## config.mk

```make
export PLATFORM = sky130hd
export DESIGN_NAME = bp_fpga_host_io_in
export DESIGN_NICKNAME = d
export VERILOG_FILES = /design/src/rtl/bp_fpga_host_io_in.sv
export SDC_FILE = /design/constraint.sdc
export NUM_CORES = 1
export LEC_CHECK = 0
export CAP_MARGIN = 30
export CORE_ASPECT_RATIO = 0.9
export CORE_UTILIZATION = 49
export CTS_BUF_LIST = sky130_fd_sc_hd__clkbuf_8
export CTS_CLUSTER_DIAMETER = 50
export DETAILED_ROUTE_END_ITERATION = 16
export PLACE_DENSITY = 0.79
export SETUP_SLACK_MARGIN = 0.3
export SKIP_CTS_REPAIR_TIMING = 1
export SLEW_MARGIN = 10
export SYNTH_ARGS = -nofsm -noshare
export SYNTH_HDL_FRONTEND = slang
export SYNTH_SLANG_ARGS = --single-unit
```

## constraint.sdc

```tcl
create_clock -name clk_i -period 3.15 [get_ports clk_i]
set_clock_uncertainty 0.15 [all_clocks]
set_input_delay 0.315 -clock clk_i [delete_from_list [all_inputs] [get_ports clk_i]]
set_output_delay 0.315 -clock clk_i [all_outputs]
set_load 0.02 [all_outputs]
```

## src/rtl/bp_fpga_host_io_in.sv

```systemverilog
// Host-to-BlackParrot link input: UART RX bytes are assembled into NBF packets, issued as IO
// commands, and answered with NBF packets. IO message layout: {data[63:0], addr, size[2:0], msg_type[3:0]}.
module bp_fpga_host_io_in
  #(parameter int paddr_width_p      = 40
   ,parameter int nbf_addr_width_p   = paddr_width_p
   ,parameter int nbf_data_width_p   = 64
   ,parameter int uart_clk_per_bit_p = 10416
   ,parameter int uart_data_bits_p   = 8
   ,parameter int uart_parity_bit_p  = 0
   ,parameter int uart_stop_bits_p   = 1
   ,parameter int uart_parity_odd_p  = 0
   ,parameter int rx_fifo_els_p      = 16
   ,parameter int max_credits_p      = 16
   ,localparam int io_data_width_lp    = 64
   ,localparam int io_mem_msg_width_lp = io_data_width_lp + paddr_width_p + 7
   ,localparam int nbf_width_lp        = 8 + nbf_addr_width_p + nbf_data_width_p
   )
   (input  logic                           clk_i
   ,input  logic                           reset_n_i
   ,input  logic                           rx_i
   ,output logic [io_mem_msg_width_lp-1:0] io_cmd_o
   ,output logic                           io_cmd_v_o
   ,input  logic                           io_cmd_ready_and_i
   ,input  logic [io_mem_msg_width_lp-1:0] io_resp_i
   ,input  logic                           io_resp_v_i
   ,output logic                           io_resp_yumi_o
   ,output logic [nbf_width_lp-1:0]        nbf_o
   ,output logic                           nbf_v_o
   ,input  logic                           nbf_ready_and_i
   );

    localparam logic [7:0] op_write_8 = 8'h03, op_read_8 = 8'h13, op_fence = 8'hFE;
    localparam logic [7:0] op_finish = 8'hFF, op_error = 8'hEE;
    localparam logic [3:0] msg_uc_rd = 4'd2, msg_uc_wr = 4'd3;
    localparam logic [2:0] msg_size_8 = 3'd3;
    localparam int nbf_bytes_lp = nbf_width_lp / 8;
    localparam int byte_cnt_w_lp = $clog2(nbf_bytes_lp);
    localparam int clk_cnt_w_lp = $clog2(uart_clk_per_bit_p);
    localparam int fifo_ptr_w_lp = $clog2(rx_fifo_els_p);
    localparam int credit_w_lp = $clog2(max_credits_p + 1);
    localparam logic [credit_w_lp-1:0] max_credits_lp = credit_w_lp'(max_credits_p);
    localparam logic [fifo_ptr_w_lp-1:0] fifo_last_lp = fifo_ptr_w_lp'(rx_fifo_els_p - 1);
    localparam logic [fifo_ptr_w_lp:0] fifo_els_lp = (fifo_ptr_w_lp+1)'(rx_fifo_els_p);

    // ---------------- UART receiver ----------------
    typedef enum logic [2:0] {e_rx_idle, e_rx_start, e_rx_data, e_rx_parity, e_rx_stop} rx_state_e;
    rx_state_e                 rx_state_reg;
    logic [2:0]                rx_sync_reg;
    logic [clk_cnt_w_lp-1:0]   clk_cnt_reg;
    logic [2:0]                bit_cnt_reg;
    logic [1:0]                stop_cnt_reg;
    logic [7:0]                rx_shift_reg;
    logic                      rx_bad_reg, rx_v_reg, rx_err_reg;
    logic                      rx_s, rx_prev, bit_tick;

    assign rx_s     = rx_sync_reg[1];
    assign rx_prev  = rx_sync_reg[2];
    assign bit_tick = (clk_cnt_reg == clk_cnt_w_lp'(uart_clk_per_bit_p - 1));

    always_ff @(posedge clk_i) begin
        if (!reset_n_i) begin
            rx_sync_reg  <= '1;
            rx_state_reg <= e_rx_idle;
            clk_cnt_reg  <= '0;
            bit_cnt_reg  <= '0;
            stop_cnt_reg <= '0;
            rx_shift_reg <= '0;
            rx_bad_reg   <= 1'b0;
            rx_v_reg     <= 1'b0;
            rx_err_reg   <= 1'b0;
        end else begin
            rx_sync_reg <= {rx_sync_reg[1:0], rx_i};
            rx_v_reg    <= 1'b0;
            clk_cnt_reg <= bit_tick ? '0 : clk_cnt_reg + 1'b1;
            case (rx_state_reg)
                e_rx_idle: begin
                    // Preloading half a bit period makes every later tick land mid-bit
                    clk_cnt_reg <= clk_cnt_w_lp'(uart_clk_per_bit_p / 2);
                    rx_bad_reg  <= 1'b0;
                    if (rx_prev && !rx_s)
                        rx_state_reg <= e_rx_start;
                end
                e_rx_start: if (bit_tick) begin
                    bit_cnt_reg  <= '0;
                    rx_state_reg <= rx_s ? e_rx_idle : e_rx_data;
                end
                e_rx_data: if (bit_tick) begin
                    rx_shift_reg <= {rx_s, rx_shift_reg[7:1]};
                    bit_cnt_reg  <= bit_cnt_reg + 1'b1;
                    stop_cnt_reg <= '0;
                    if (bit_cnt_reg == 3'(uart_data_bits_p - 1))
                        rx_state_reg <= (uart_parity_bit_p != 0) ? e_rx_parity : e_rx_stop;
                end
                e_rx_parity: if (bit_tick) begin
                    if ((^rx_shift_reg ^ rx_s) != (uart_parity_odd_p != 0))
                        rx_bad_reg <= 1'b1;
                    rx_state_reg <= e_rx_stop;
                end
                e_rx_stop: if (bit_tick) begin
                    stop_cnt_reg <= stop_cnt_reg + 1'b1;
                    if (!rx_s)
                        rx_bad_reg <= 1'b1;
                    if (stop_cnt_reg == 2'(uart_stop_bits_p - 1)) begin
                        rx_v_reg     <= 1'b1;
                        rx_err_reg   <= rx_bad_reg | !rx_s;
                        rx_state_reg <= e_rx_idle;
                    end
                end
                default: rx_state_reg <= e_rx_idle;
            endcase
        end
    end

    // ---------------- received-byte FIFO ----------------
    logic [7:0]               fifo_mem [rx_fifo_els_p];
    logic [fifo_ptr_w_lp-1:0] wr_ptr_reg, rd_ptr_reg;
    logic [fifo_ptr_w_lp:0]   fifo_cnt_reg;
    logic                     fifo_full, fifo_empty, fifo_push, fifo_pop;

    assign fifo_full  = (fifo_cnt_reg == fifo_els_lp);
    assign fifo_empty = (fifo_cnt_reg == '0);
    assign fifo_push  = rx_v_reg && !rx_err_reg && !fifo_full;

    always_ff @(posedge clk_i) begin
        if (!reset_n_i) begin
            wr_ptr_reg   <= '0;
            rd_ptr_reg   <= '0;
            fifo_cnt_reg <= '0;
        end else begin
            if (fifo_push)
                wr_ptr_reg <= (wr_ptr_reg == fifo_last_lp) ? '0 : wr_ptr_reg + 1'b1;
            if (fifo_pop)
                rd_ptr_reg <= (rd_ptr_reg == fifo_last_lp) ? '0 : rd_ptr_reg + 1'b1;
            if (fifo_push && !fifo_pop)
                fifo_cnt_reg <= fifo_cnt_reg + 1'b1;
            else if (!fifo_push && fifo_pop)
                fifo_cnt_reg <= fifo_cnt_reg - 1'b1;
        end
    end

    always_ff @(posedge clk_i) begin
        if (fifo_push)
            fifo_mem[wr_ptr_reg] <= rx_shift_reg;
    end

    // ---------------- packet FSM ----------------
    typedef enum logic [2:0] {e_reset, e_ready, e_send_cmd, e_wait_read, e_fence, e_send_nbf} state_e;
    state_e                      state_reg;
    logic [nbf_width_lp-1:0]     pkt_reg, nbf_reg;
    logic [byte_cnt_w_lp-1:0]    byte_cnt_reg;
    logic                        pkt_done_reg, framing_err_reg, overrun_err_reg;
    logic [credit_w_lp-1:0]      credit_reg;
    logic [7:0]                  pkt_op;
    logic [nbf_addr_width_p-1:0] pkt_addr;
    logic [nbf_data_width_p-1:0] pkt_data;
    logic [io_data_width_lp-1:0] resp_data;
    logic                        is_write, err_pending, wr_resp, rd_resp, cmd_wr_hs, credit_dec;
    logic                        framing_set, overrun_set, unused_resp_bits;

    assign pkt_op      = pkt_reg[7:0];
    assign pkt_addr    = pkt_reg[8 +: nbf_addr_width_p];
    assign pkt_data    = pkt_reg[8 + nbf_addr_width_p +: nbf_data_width_p];
    assign is_write    = (pkt_op == op_write_8);
    assign err_pending = framing_err_reg || overrun_err_reg;
    assign framing_set = rx_v_reg && rx_err_reg;
    assign overrun_set = rx_v_reg && !rx_err_reg && fifo_full;
    assign fifo_pop    = (state_reg == e_ready) && !pkt_done_reg && !fifo_empty
                         && !((byte_cnt_reg == '0) && err_pending);

    assign resp_data        = io_resp_i[io_mem_msg_width_lp-1 -: io_data_width_lp];
    assign unused_resp_bits = ^io_resp_i[io_mem_msg_width_lp-io_data_width_lp-1:4];
    // Write acks are drained in every state so credits keep flowing; read data only when awaited
    assign wr_resp = io_resp_v_i && (io_resp_i[3:0] == msg_uc_wr) && (state_reg != e_reset);
    assign rd_resp = io_resp_v_i && (io_resp_i[3:0] == msg_uc_rd) && (state_reg == e_wait_read);
    assign io_resp_yumi_o = wr_resp || rd_resp;

    assign io_cmd_v_o = (state_reg == e_send_cmd) && (!is_write || (credit_reg < max_credits_lp));
    assign io_cmd_o   = {io_data_width_lp'(pkt_data), paddr_width_p'(pkt_addr), msg_size_8,
                         is_write ? msg_uc_wr : msg_uc_rd};
    assign cmd_wr_hs  = io_cmd_v_o && io_cmd_ready_and_i && is_write;
    assign credit_dec = wr_resp && (credit_reg != '0);
    assign nbf_v_o    = (state_reg == e_send_nbf);
    assign nbf_o      = nbf_reg;

    always_ff @(posedge clk_i) begin
        if (!reset_n_i) begin
            state_reg       <= e_reset;
            pkt_reg         <= '0;
            nbf_reg         <= '0;
            byte_cnt_reg    <= '0;
            pkt_done_reg    <= 1'b0;
            credit_reg      <= '0;
            framing_err_reg <= 1'b0;
            overrun_err_reg <= 1'b0;
        end else begin
            framing_err_reg <= framing_err_reg | framing_set;
            overrun_err_reg <= overrun_err_reg | overrun_set;
            if (cmd_wr_hs && !credit_dec)
                credit_reg <= credit_reg + 1'b1;
            else if (!cmd_wr_hs && credit_dec)
                credit_reg <= credit_reg - 1'b1;

            case (state_reg)
                e_reset: state_reg <= e_ready;
                e_ready: begin
                    if (pkt_done_reg) begin
                        pkt_done_reg <= 1'b0;
                        case (pkt_op)
                            op_write_8, op_read_8: state_reg <= e_send_cmd;
                            op_fence:              state_reg <= e_fence;
                            op_finish: begin
                                nbf_reg   <= pkt_reg;
                                state_reg <= e_send_nbf;
                            end
                            default: begin
                                nbf_reg   <= {nbf_data_width_p'(pkt_op), {nbf_addr_width_p{1'b0}}, op_error};
                                state_reg <= e_send_nbf;
                            end
                        endcase
                    end else if ((byte_cnt_reg == '0) && err_pending) begin
                        nbf_reg <= {nbf_data_width_p'({overrun_err_reg, framing_err_reg}),
                                    {nbf_addr_width_p{1'b0}}, op_error};
                        framing_err_reg <= framing_set;
                        overrun_err_reg <= overrun_set;
                        state_reg       <= e_send_nbf;
                    end else if (fifo_pop) begin
                        pkt_reg[8*byte_cnt_reg +: 8] <= fifo_mem[rd_ptr_reg];
                        if (byte_cnt_reg == byte_cnt_w_lp'(nbf_bytes_lp - 1)) begin
                            byte_cnt_reg <= '0;
                            pkt_done_reg <= 1'b1;
                        end else begin
                            byte_cnt_reg <= byte_cnt_reg + 1'b1;
                        end
                    end
                end
                e_send_cmd: if (io_cmd_v_o && io_cmd_ready_and_i)
                    state_reg <= is_write ? e_ready : e_wait_read;
                e_wait_read: if (rd_resp) begin
                    nbf_reg   <= {nbf_data_width_p'(resp_data), pkt_addr, op_read_8};
                    state_reg <= e_send_nbf;
                end
                e_fence: if (credit_reg == '0) begin
                    nbf_reg   <= {{nbf_data_width_p{1'b0}}, {nbf_addr_width_p{1'b0}}, op_fence};
                    state_reg <= e_send_nbf;
                end
                e_send_nbf: if (nbf_ready_and_i)
                    state_reg <= e_ready;
                default: state_reg <= e_reset;
            endcase
        end
    end

endmodule

```

**Yosys cells after proc, flatten, opt, wreduce, memory -nomap -nowiden**

Memory sizes are Yosys's and may differ from the RTL's. A register that Yosys moved wholly into a read port is not among the register bits.
Index checks and enable logic that the tools add are counted.

- Bits in writable memories: 128
- ROM bits: 0
- Bits in registers: 288
- Memories kept: 1
- Output and inout port bits: 226
- Latch bits: 0
- Input bits: 117
- Logic and storage cells: 203

- Reductions and logical operators: 63
- Multiply operators: 0
- Bitwise operators: 7
- Divide/modulo/power cells: 0
- Add/subtract/negate cells: 11
- Equal/unequal tests: 36
- Magnitude comparators: 1
- Shift operators: 2
- Mux-type cells: 61

Memory list:

| memory | depth | width | rd ports | clocked after Yosys merged registers in | wr ports | line | source |
|---|---|---|---|---|---|---|---|
| fifo_mem | 16 | 8 | 1 | 1 | 1 | 115 | `logic [7:0] fifo_mem [rx_fifo_els_p];` |

Operators with widths:

| cell | count |
|---|---|
| 2-to-1 mux 112 bit | 4 |
| one-hot mux 112 bit (3 select lines) | 1 |
| one-hot mux 112 bit (2 select lines) | 1 |
| bitwise mux 112 bit | 1 |
| variable shift 8 x 34 -> 112 bit, first input constant | 1 |
| indexed part select 8 x 34 -> 112 bit | 1 |
| 2-to-1 mux 3 bit | 15 |
| negator 7 -> 34 bit | 1 |
| 2-to-1 mux 13 bit | 2 |
| != test 2 bit, second input constant | 11 |
| logical AND 1 bit | 21 |
| 2-to-1 mux 4 bit | 5 |
| 2-to-1 mux 5 bit | 4 |
| 2-to-1 mux 1 bit | 18 |
| one-hot mux 3 bit (6 select lines) | 1 |
| equality test 8 bit, second input constant | 2 |
| one-hot mux 3 bit (5 select lines) | 1 |
| AND reduction 5 bit | 3 |
| adder 14 x 1 -> 14 bit, second input constant | 1 |
| equality test 14 bit, second input constant | 1 |
| adder 4 x 1 -> 4 bit, second input constant | 3 |
| equality test 3 x 2 -> 1 bit, second input constant | 4 |
| equality test 3 bit, second input constant | 4 |
| equality test 4 bit, second input constant | 3 |
| 36 further kinds | 72 |

**Depth between registers and ports, before layout**

- Depth in word-level cells: 10
- Mapped depth: 16
- Mapped depth without buffers: 15

**Worst setup path after synthesis**

No wires, ideal clock.

- Kind: reg-to-reg
- From: register byte_cnt_reg[0]
- To: register fifo_cnt_reg[4]
- Path slack: -331 ps
- Period minus slack after synthesis: 3481 ps
- Data required time: 2930 ps
- Setup time: 70 ps
- Buffers on the path: 1
- Arrival time: 3261 ps
- Stages on the path, launching flop included: 16
- Cell sequence: dfxtp_1 clkbuf_1 inv_1 ha_1 or3b_1 o22ai_1 nor2_2 clkinv_1 ha_1 inv_1 fa_1 a21o_1 a21oi_1 xnor2_1 or3_1 a21oi_1

- Word-level cells in the longest chain between the ends: 7
- Elaborated cells between the ends (all ways): 9
- Those cells by class: mux (1); reduce/logical (8)

Ends and longest elaborated chain:

| what | line | source |
|---|---|---|
| from (decl) | 150 | `logic [byte_cnt_w_lp-1:0] byte_cnt_reg;` |
| from (signal assigned) | 232 | `byte_cnt_reg <= byte_cnt_reg + 1'b1;` |
| zero test 4 bit * | 168 | `&& !((byte_cnt_reg == '0) && err_pending);` |
| logical AND 1 bit * | 168 |  |
| zero test 1 bit * | 168 |  |
| logical AND 1 bit * | 168 |  |
| zero test 1 bit | 134 | `if (fifo_push && !fifo_pop)` |
| logical AND 1 bit | 134 |  |
| 2-to-1 mux 5 bit / nonzero test 2 bit (equally long branches) | n/a |  |
| to (signal assigned) | 135 | `fifo_cnt_reg <= fifo_cnt_reg + 1'b1;` |
| to (signal assigned) | 137 | `fifo_cnt_reg <= fifo_cnt_reg - 1'b1;` |
| to (decl) | 117 | `logic [fifo_ptr_w_lp:0] fifo_cnt_reg;` |

Mark *: on every way between the ends. The rest lies on a longest branch, timed or not.
A chain may end at the register's enable or synchronous reset.

**Final worst setup path**

- From: register pkt_reg[6]
- To: register credit_reg[4]

- Word-level cells in the longest chain between the ends: 9
- Elaborated cells between the ends (all ways): 11
- Those cells by class: eq/ne (1); mux (1); reduce/logical (9)

Ends and longest elaborated chain:

| what | line | source |
|---|---|---|
| from (decl) | 149 | `logic [nbf_width_lp-1:0] pkt_reg, nbf_reg;` |
| from (signal, indexed assignment) | 227 | `pkt_reg[8*byte_cnt_reg +: 8] <= fifo_mem[rd_ptr_reg];` |
| equality test 8 x 2 -> 1 bit * | 163 | `assign is_write = (pkt_op == op_write_8);` |
| zero test 1 bit | 177 | `assign io_cmd_v_o = (state_reg == e_send_cmd) && (!is_write \|\| (credit_reg < max_credits_lp));` |
| logical OR 1 bit | 177 |  |
| logical AND 1 bit | 177 |  |
| logical AND 1 bit | 180 | `assign cmd_wr_hs = io_cmd_v_o && io_cmd_ready_and_i && is_write;` |
| logical AND 1 bit * | 180 |  |
| zero test 1 bit | 200 | `else if (!cmd_wr_hs && credit_dec)` |
| logical AND 1 bit | 200 |  |
| nonzero test 2 bit (no source line) | n/a |  |
| to (signal assigned) | 199 | `credit_reg <= credit_reg + 1'b1;` |
| to (signal assigned) | 201 | `credit_reg <= credit_reg - 1'b1;` |
| to (decl) | 152 | `logic [credit_w_lp-1:0] credit_reg;` |

Marks and branches as above.

==> results_dict.tcl <==
set metrics [dict create \
    synth-seq-area-share 0.544 \
    violations "negative setup slack" \
    synth_top_area_cell "dfxtp_1" \
    setup_viol 1 \
    cp_data_required_time_ns 3.46 \
    postSynthCellCount 1677 \
    layout_common_cells "290 x clkdlybuf4s50_1, 288 x dfxtp_1, 228 x nor2_1, 155 x mux2i_1, 128 x edfxtp_1" \
    synthTopCellsByArea "dfxtp_1 33%, edfxtp_1 22%, mux2i_1 8.7%" \
    die_h_um 183 \
    intPower_uw 11100 \
    ys_seq_elements 420 \
    ant_nets 0 \
    cts_tree "done" \
    cp-end-kind "flip-flop" \
    routed_wl_um 49800 \
    drt_iter0_drc 1406 \
    cts-root-buf "clkbuf_8" \
    clock-sinks 420 \
    synth.top_cell.area_share 0.328 \
    antenna_found_initial 2 \
    grt_pass1_wl_um 76000 \
    power_frac_comb 0.338 \
    synth_edf_count 128 \
    gp_congestion 0.894 \
    fin_hold_ws_ns 0.136 \
    period_share 1.00 \
    seq_power_share 0.390 \
    cpMaxStageDelayCell "or4_4" \
    max_stage_delay_ns 0.56 \
    cts.path.max_buffers 3 \
    drc 0 \
    swShare 0.341 \
    rows 65 \
    netlist_area_um2 17800 \
    fin_ws_ns -0.00756 \
    num_io_pins 343 \
    final_net_count 2056 \
    worstSkewPairLatency_ns 0.60 \
    die_x_um 203 \
    clk_pin_slew_ns 0.06 \
    ir_drop_mv 0.486 \
    power.density_nw_per_um2 757 \
    yosysWarnings 0 \
    synth_cell_types 71 \
    gr-total-overflow 0 \
    fmax_mhz 317 \
    crit_type "flip-flop to flip-flop" \
    final_common_cell "clkdlybuf4s50_1" \
    reg2reg_depth 14 \
    largest_register_ffs 128 \
    hold_path_class "input pin to flip-flop" \
    critical_path_peak_fanout 4 \
    cp-start-kind "flip-flop" \
    ys.flop_type "dfxtp_1" \
    gr-usage-all-layers 0.264 \
    syn_avg_cell_area_um2 10.6 \
    initial_core_util 0.503 \
    via_count 13900 \
    relSlewSlack 0.316 \
    final_core_util 0.629 \
    critPathTopFamily "simple AND/OR/NAND/NOR gates" \
    worst-path-buf-inv 2 \
    cts_buffers 67 \
    dieArea_um2 37100 \
    area_delta_synth_final_pct 25.0 \
    crit_arrival_ns 3.47 \
    first_pass_iters 6 \
    port-buffer-count 293 \
    hold_viol 0 \
    status "finished with violations" \
    setup_tns_ns -0.00756 \
    core_region_area_um2 35500 \
    p_clk_frac 0.272 \
    dpl.hpwl_um 34500 \
    cap_violations 0 \
    rsz0062_at_grt "true" \
    min_period_ns 3.16 \
    fillers 2749 \
    async_flop_share 0 \
    cts-htree-levels 3 \
    path_depth 14 \
    leakage_uw 0.00789 \
    grt_max_degree 93 \
    tightestPinTransition_ns 1.03 \
    crit_top_cell "ha_4" \
    power_switching_uw 5750 \
    crit_chain "or4_4 > nor3_4 > nand2b_1 > inv_1 > and4_4 > ha_4 > inv_4 > ha_4 > nor2b_4 > o21a_1 > or3_1 > a21oi_2 > xnor2_1 > nor2_1" \
    drive_above_1_share 0.121 \
    grt_pass1_vias 13700 \
    wl_per_cell_um 20.5 \
    via_per_inst 5.71 \
    finalMaxSlewViolations 0 \
    hold_depth 3 \
]
[power groups by stage]
stage               registers (uW)  logic, uW  clock network (uW)
global route                  6630       6130                4900
global placement              6630       5350                   0
floorplan                     7120       2980                   0
CTS                           6550       5520                4650
detailed placement            6660       5480                   0
finish                        6570       5710                4590
[cell families after synthesis]
kind of cell / Yosys count / share of synthesized area
adder cells (fa/ha/maj): 23 / 0.0170
other: 2 / 0.000421
buffers and inverters: 241 / 0.0789
XOR/XNOR: 27 / 0.0140
multiplexers: 156 / 0.0877
AND/OR/NAND/NOR: 491 / 0.129
flip-flops: 420 / 0.544
AO/OA/AOI/OAI: 317 / 0.129
[stage by stage]
step | setup slack (ns) | std cells | instance area [um^2] | total power (uW)
2_1_floorplan | 0.0891 | 1681 | 17900 | 10100
3_3_place_gp | -0.0410 | 2307 | 20800 | 12000
3_5_place_dp | -0.138 | 2307 | 20800 | 12100
4_1_cts | -0.273 | 2426 | 22200 | 16700
5_1_grt | -0.105 | 2437 | 22300 | 17700
6_report | -0.00756 | 2437 | 22300 | 16900
[Yosys cell counts (41+ instances only)]
master	instances
a32o_1	41
buf_4	111
clkbuf_1	61
dfxtp_1	292
nor2_1	228
a21oi_1	63
nor3_1	77
a221oi_1	56
o21ai_0	41
mux2i_1	155
edfxtp_1	128
nand2_1	87
[worst paths after layout]
path | start | end | slack [ns]
max | pkt_reg[6] | credit_reg[4] | -0.008
min | reset_n_i | stop_cnt_reg[0] | 0.14
max reg2reg | pkt_reg[6] | credit_reg[4] | -0.008
min reg2reg | rx_sync_reg[0] | rx_sync_reg[1] | 0.25
[worst register-to-register path, stage by stage, from the launching register on]
cell and delay [ns]:
dfxtp_2 0.33, or4_4 0.56, nor3_4 0.15, nand2b_1 0.15, inv_1 0.11, and4_4 0.23, ha_4 0.16, inv_4 0.05
ha_4 0.20, nor2b_4 0.12, o21a_1 0.17, or3_1 0.32, a21oi_2 0.14, xnor2_1 0.12, nor2_1 0.06
[per-layer routing]
layer  up-vias  global-route usage  share of wire
met5         -                   0              0
met4         0               0.128          0.045
met3       159              0.0654          0.092
met2       705               0.412           0.46
met1      6602               0.342           0.41
li1       6450                   -              -
[layout make-up]
class | count | area, um^2 | area share
Sequential cell | 420 | 9700 | 0.435
Multi-Input combinational cell | 1020 | 6890 | 0.309
Antenna cell | 2 | 5.00 | 0.000225
Clock inverter | 39 | 223 | 0.00999
Inverter | 22 | 100 | 0.00449
Tap cell | 469 | 587 | 0.0263
Timing Repair Buffer | 385 | 3690 | 0.166
Clock buffer | 80 | 1100 | 0.0494
(Power assumes the default switching activity.)
==> RTL change 1 (same settings) <==
The 5 states of `rx_state_e` get a Gray code encoding in 3 bits.
--- a/src/rtl/bp_fpga_host_io_in.sv
+++ b/src/rtl/bp_fpga_host_io_in.sv
@@ -45,3 +45,3 @@
     // ---------------- UART receiver ----------------
-    typedef enum logic [2:0] {e_rx_idle, e_rx_start, e_rx_data, e_rx_parity, e_rx_stop} rx_state_e;
+    typedef enum logic [2:0] {e_rx_idle = 3'b000, e_rx_start = 3'b001, e_rx_data = 3'b011, e_rx_parity = 3'b010, e_rx_stop = 3'b110} rx_state_e;
     rx_state_e                 rx_state_reg;
Behaviour: no difference found for any inputs over 4 cycles, from zero or initial values and one cycle with reset_n_i low; so few cycles prove little.
==> RTL change 1 against the unedited design <==
- critical path type unchanged
- sequential power down 4.3%
- worst hold slack better by 0.0086 ns
- routed wire length up 5.3%
- sequential cell count unchanged
- count of clock-buffer cells in the layout up 2
- largest cell class unchanged
- setup slack better by 0.22 ns
- via count up 7.3%
- core utilization down 0.40 points
- global-route usage up 0.53 points
- area after synthesis up 2.2%
- clock power about the same
- cell area up 2.0%
- power down 4.1%
==> RTL change 1: results (changes against the unedited design) <==
OUTCOME='finished, final reports clean'  # was finished, violations left
FINAL_LAYOUT_SIZE_SUFFIX_GT1_SHARE_PCT=15.7  # was 12.1%
ANTENNA_FOUND_INITIAL=0  # was 2
NNETSFINAL=2099  # was 2056
SYNTH_COMPOUND_GATE_AREA_SHARE_PCT=20.6  # was 12.9%
VIAS_PER_CELL=6.01  # was 5.71
SYNTH.AREA.TOP_CELLS='dfxtp_1 (32%), edfxtp_1 (21%), buf_4 (4.7%)'  # was dfxtp_1 (33%), edfxtp_1 (22%), mux2i_1 (8.7%)
TRITONCTS.NUM_BUFFERS=68  # was 67
MUX_CONTRIBUTION_TO_SYNTHESIZED_AREA_PCT=4.88  # was 8.77%
MAX-VDD-IR-DROP_V=0.000483  # was 0.000486 V
FILLERINSTANCES=2830  # was 2749
DIODE_COUNT=0  # was 2
POWER_LEAKAGE_uW=0.00796  # was 0.00789 uW
YOSYS.AREA_SHARE.ADDER_PCT=1.73  # was 1.70%
WORST-ENDPOINT-ARRIVAL_NS=3.30  # was 3.47 ns
NUMBER_OF_GLOBAL_ROUTE_VIAS_BEFORE_REPAIR=13900  # was 13.7k
MAX-CLOCK-PATH-BUFFERS=3  # unchanged
YS_TYPES=73  # was 71
MAXIMUM_NUMBER_OF_PINS_ON_ONE_NET_BEFORE_GLOBAL_ROUTE_REPAIR=66  # was 93
DPL.CELL_COUNT=2356  # was 2307
POST_SYNTH_XOR_AREA_FRACTION_PCT=1.39  # was 1.40%
FINALWIRELENGTH_UM=52500  # was 49800 um
DPL.HPWL_UM=36300  # was 34500 um
P_INT_uW=10700  # was 11100 uW
SYNTH_SEQ_AREA_SHARE_PCT=53.2  # was 54.4%
FIRST_PASS_GRT_WIRE_LENGTH_UM=79400  # was 76000 um
VIAS=14900  # was 13.9k
ROUTABILITYCONGESTION=0.890  # was 0.894
==> RTL change 1: changes by cell type after synthesis, sizes merged, moves of 23 or more <==
cell    delta
mux2      +37
a32oi     +57
nor2     -156
a211oi    +55
a221oi    -55
mux2i    -109
clkbuf    +23
a22o      +57
a22oi     -24
a32o      -39
nand4     +47
nor3      -51
o21ai     +73
a21oi     +94
==> RTL change 1: worst register-to-register path, cell delays in order, from the launching register on <==
cell,delay [ns]
dfxtp_4,0.35
or4_4,0.57
o21a_4,0.22
and2_4,0.14
clkinv_4,0.07
ha_4,0.14
inv_2,0.06
fa_2,0.34
a21o_1,0.18
a21oi_2,0.14
xnor2_1,0.08
or3_1,0.32
a21oi_2,0.11
==> RTL change 1: layer usage <==
layer	wire length [um]	track usage, %
met1	21900	35.9
met4	2060	12.6
met5	0	0
met3	4380	4.79
met2	24200	42.3
==> RTL change 1: stage by stage <==
stage | area [um2] | TNS, ns | setup slack [ns] | power, uW
2_1_floorplan | 18300 | 0 | 0.176 | 9650
3_3_place_gp | 21200 | -0.0895 | -0.0895 | 11300
3_5_place_dp | 21300 | -0.122 | -0.122 | 11400
4_1_cts | 22600 | 0 | 0.0102 | 16000
5_1_grt | 22700 | 0 | 0.125 | 16900
6_report | 22700 | 0 | 0.217 | 16200
==> RTL change 1: kinds of logic (layout without fill, tap and decap cells) <==
group,Yosys count,count (layout)
adders and majority gates,24,24
buffers and inverters,257,543
other,2,6
and+or+nand+nor,355,355
AOI/OAI and AO/OA,547,547
muxes,84,84
DFF,420,420
xor gates and xnor gates,29,29
==> RTL change 1: power groups by stage <==
stage	Combinational (uW)	Sequential, uW	Clock (uW)
final	5310	6290	4580
after global routing	5640	6330	4910
after CTS	5080	6260	4640
after detailed placement	5070	6370	0
after global placement	4910	6350	0
after floorplan	3050	6600	0
==> RTL change 1: cell type report <==
type / count / share of cell area (%)
Timing Repair Buffer: 400 / 16.7
Clock buffer: 82 / 4.96
Multi-Input combinational cell: 1045 / 31.8
Clock inverter: 38 / 0.886
Inverter: 23 / 0.413
Tap cell: 476 / 2.62
Sequential cell: 420 / 42.6
==> RTL change 1: final timing paths <==
path                            slack (ns)              end  cells after the start       startpoint
worst min register to register        0.26   rx_sync_reg[1]                      1   rx_sync_reg[0]
worst max-delay path                  0.22  fifo_cnt_reg[4]                     12  fifo_cnt_reg[1]
worst min-delay path                  0.14   rx_sync_reg[0]                      2             rx_i
worst max register to register        0.22  fifo_cnt_reg[4]                     12  fifo_cnt_reg[1]
==> RTL change 2 (same flow settings) <==
Without the edit above. `paddr_width_p`: 40 -> 36.
--- a/src/rtl/bp_fpga_host_io_in.sv
+++ b/src/rtl/bp_fpga_host_io_in.sv
@@ -3,3 +3,3 @@
 module bp_fpga_host_io_in
-  #(parameter int paddr_width_p      = 40
+  #(parameter int paddr_width_p      = 36
    ,parameter int nbf_addr_width_p   = paddr_width_p
Interface: changed (resized io_cmd_o, io_resp_i and nbf_o); port bits go from 343 to 331. No check against the original RTL was run, so the function may have changed too.
==> RTL change 2 against the unedited design <==
- routed wire length is 2.4% lower
- critical path depth unchanged
- sequential cell count shrank 8
- cell area down 0.93%
- die area decreased by 2.7%
- setup slack improved by 0.12 ns
- first-iteration DRC count up 23%
- area after synthesis decreased by 2.8%
- critical endpoint is now fifo_cnt_reg[4]
- highest routed layer unchanged
Power is not compared: it rests on default switching activity, and its combinational part moved more than twofold at a synthesized area within 25%.
==> RTL change 2: results (changes against the unedited design) <==
OUTCOME='finished, final reports clean'  # was finished, violations left
ROUTABILITYCONGESTION=0.904  # was 0.894
FIRST_PASS_GRT_WIRE_LENGTH_UM=73700  # was 76000 um
VIAS_PER_CELL=5.83  # was 5.71
YS_TYPES=68  # was 71
PATH_MAX_FANOUT=4  # unchanged
YOSYS-TOP-CELLS-COUNT='dfxtp_1 (284), nand2_1 (171), nor2_1 (153)'  # was dfxtp_1 (292), nor2_1 (228), mux2i_1 (155)
CTS.ROOT.BUFFER_CELL='clkbuf_8'  # unchanged
NUMBER_OF_GLOBAL_ROUTE_VIAS_BEFORE_REPAIR=13100  # was 13.7k
IO_BUFFERS=285  # was 293
DETAILEDROUTE.FIRSTITERATIONVIOLATIONS=1734  # was 1406
MAX-CLOCK-PATH-BUFFERS=3  # unchanged
YS_SEQ_ELEMENTS=412  # was 420
LARGEST_REGISTER_FF_COUNT=128  # unchanged
TRITONCTS.NUM_BUFFERS=68  # was 67
DPL.HPWL_UM=33500  # was 34500 um
YOSYS_WARNINGS=0  # unchanged
MAXIMUM_NUMBER_OF_PINS_ON_ONE_NET_BEFORE_GLOBAL_ROUTE_REPAIR=88  # was 93
CTS_HTREE_LEVELS=3  # unchanged
WORSTHOLDPATHTYPE='primary input to register'  # unchanged
GRT_USAGE_PCT=25.8  # was 26.4%
WORST_SLEW_PIN_SLEW_NS=0.931  # was 1.03 ns
DRT_FIRST_PASS_ITERS=5  # was 6
INSERTION_DELAY_NS=0.58  # was 0.60 ns
POWER_LEAKAGE_uW=0.00757
FINAL_LAYOUT_SIZE_SUFFIX_GT1_SHARE_PCT=15.2  # was 12.1%
DIODE_COUNT=0  # was 2
FINALWIRELENGTH_UM=48700  # was 49800 um
ASYNC_RESET_FF_SHARE_PCT=0  # unchanged
FILLERINSTANCES=2557  # was 2749
NNETSFINAL=2023  # was 2056
MAX-VDD-IR-DROP_V=0.000257
WORST-ENDPOINT-ARRIVAL_NS=3.39  # was 3.47 ns
EDFF_COUNT_SYNTH=128  # unchanged
ANTENNA_FOUND_INITIAL=0  # was 2
SYNTH.AREA.TOP_CELLS='dfxtp_1 (33%), edfxtp_1 (22%), buf_4 (5.2%)'  # was dfxtp_1 (33%), edfxtp_1 (22%), mux2i_1 (8.7%)
CLK_TRANSITION_REPORTED_PATHS_NS=0.06  # about the same
SYNTH_SEQ_AREA_SHARE_PCT=55.0  # was 54.4%
[RTL change 2: cell type report]
cell class,instances,area (um2),area share (%)
Timing Repair Buffer,392,3800,17.2
Inverter,17,72.6,0.329
Tap cell,462,578,2.62
Clock inverter,34,231,1.05
Multi-Input combinational cell,996,6650,30.1
Sequential cell,412,9540,43.2
Clock buffer,88,1210,5.49
[RTL change 2: final timing paths]
path	from	endpoint	slack, ns	depth (start not counted)
worst max-delay path	byte_cnt_reg[0]	fifo_cnt_reg[4]	0.11	14
worst max register to register	byte_cnt_reg[0]	fifo_cnt_reg[4]	0.11	14
worst min-delay path	reset_n_i	rx_err_reg	0.14	3
worst min register to register	rx_sync_reg[0]	rx_sync_reg[1]	0.26	1
[RTL change 2: cells by family after synthesis]
family / share of synthesized area, %
and+or+nand+nor: 12.9
AOI/OAI and AO/OA: 16.2
DFF: 55.0
buffers and inverters: 7.74
muxes: 4.79
xor gates and xnor gates: 1.62
adders and majority gates: 1.75
other: 0.0433
[RTL change 2: critical path: stages (launching register included)]
cell and delay [ns]:
dfxtp_4 0.35, clkinv_4 0.06, ha_4 0.13, or3b_4 0.42, o21ai_4 0.26, nor2_4 0.08, inv_2 0.08, ha_4 0.14
inv_4 0.05, fa_2 0.34, a21o_1 0.22, a21oi_2 0.15, xnor2_1 0.09, or3_1 0.31, a21oi_1 0.13
[RTL change 2: layer usage]
metal,track usage (%),vias to the layer above,wire length [um]
met5,0,-,0
met4,10.4,0,1900
met3,4.85,134,3820
met2,43.9,722,23700
met1,32.2,6744,19200
li1,-,6404,-
[RTL change 2: per-stage QoR]
stage	worst slack [ns]	instance area, um2	TNS [ns]	std cells
floorplan	0.207	17400	0	1637
global placement	-0.162	20300	-0.162	2258
detailed placement	-0.157	20300	-0.319	2259
CTS	0.102	21800	0	2381
global route	0.0170	22100	0	2401
finish	0.114	22100	0	2401
[RTL change 2: where the power goes]
group,switching [uW],internal (uW)
combinational,1350,1180
sequential,194,5650
clock,2080,2760
total,3630,9580
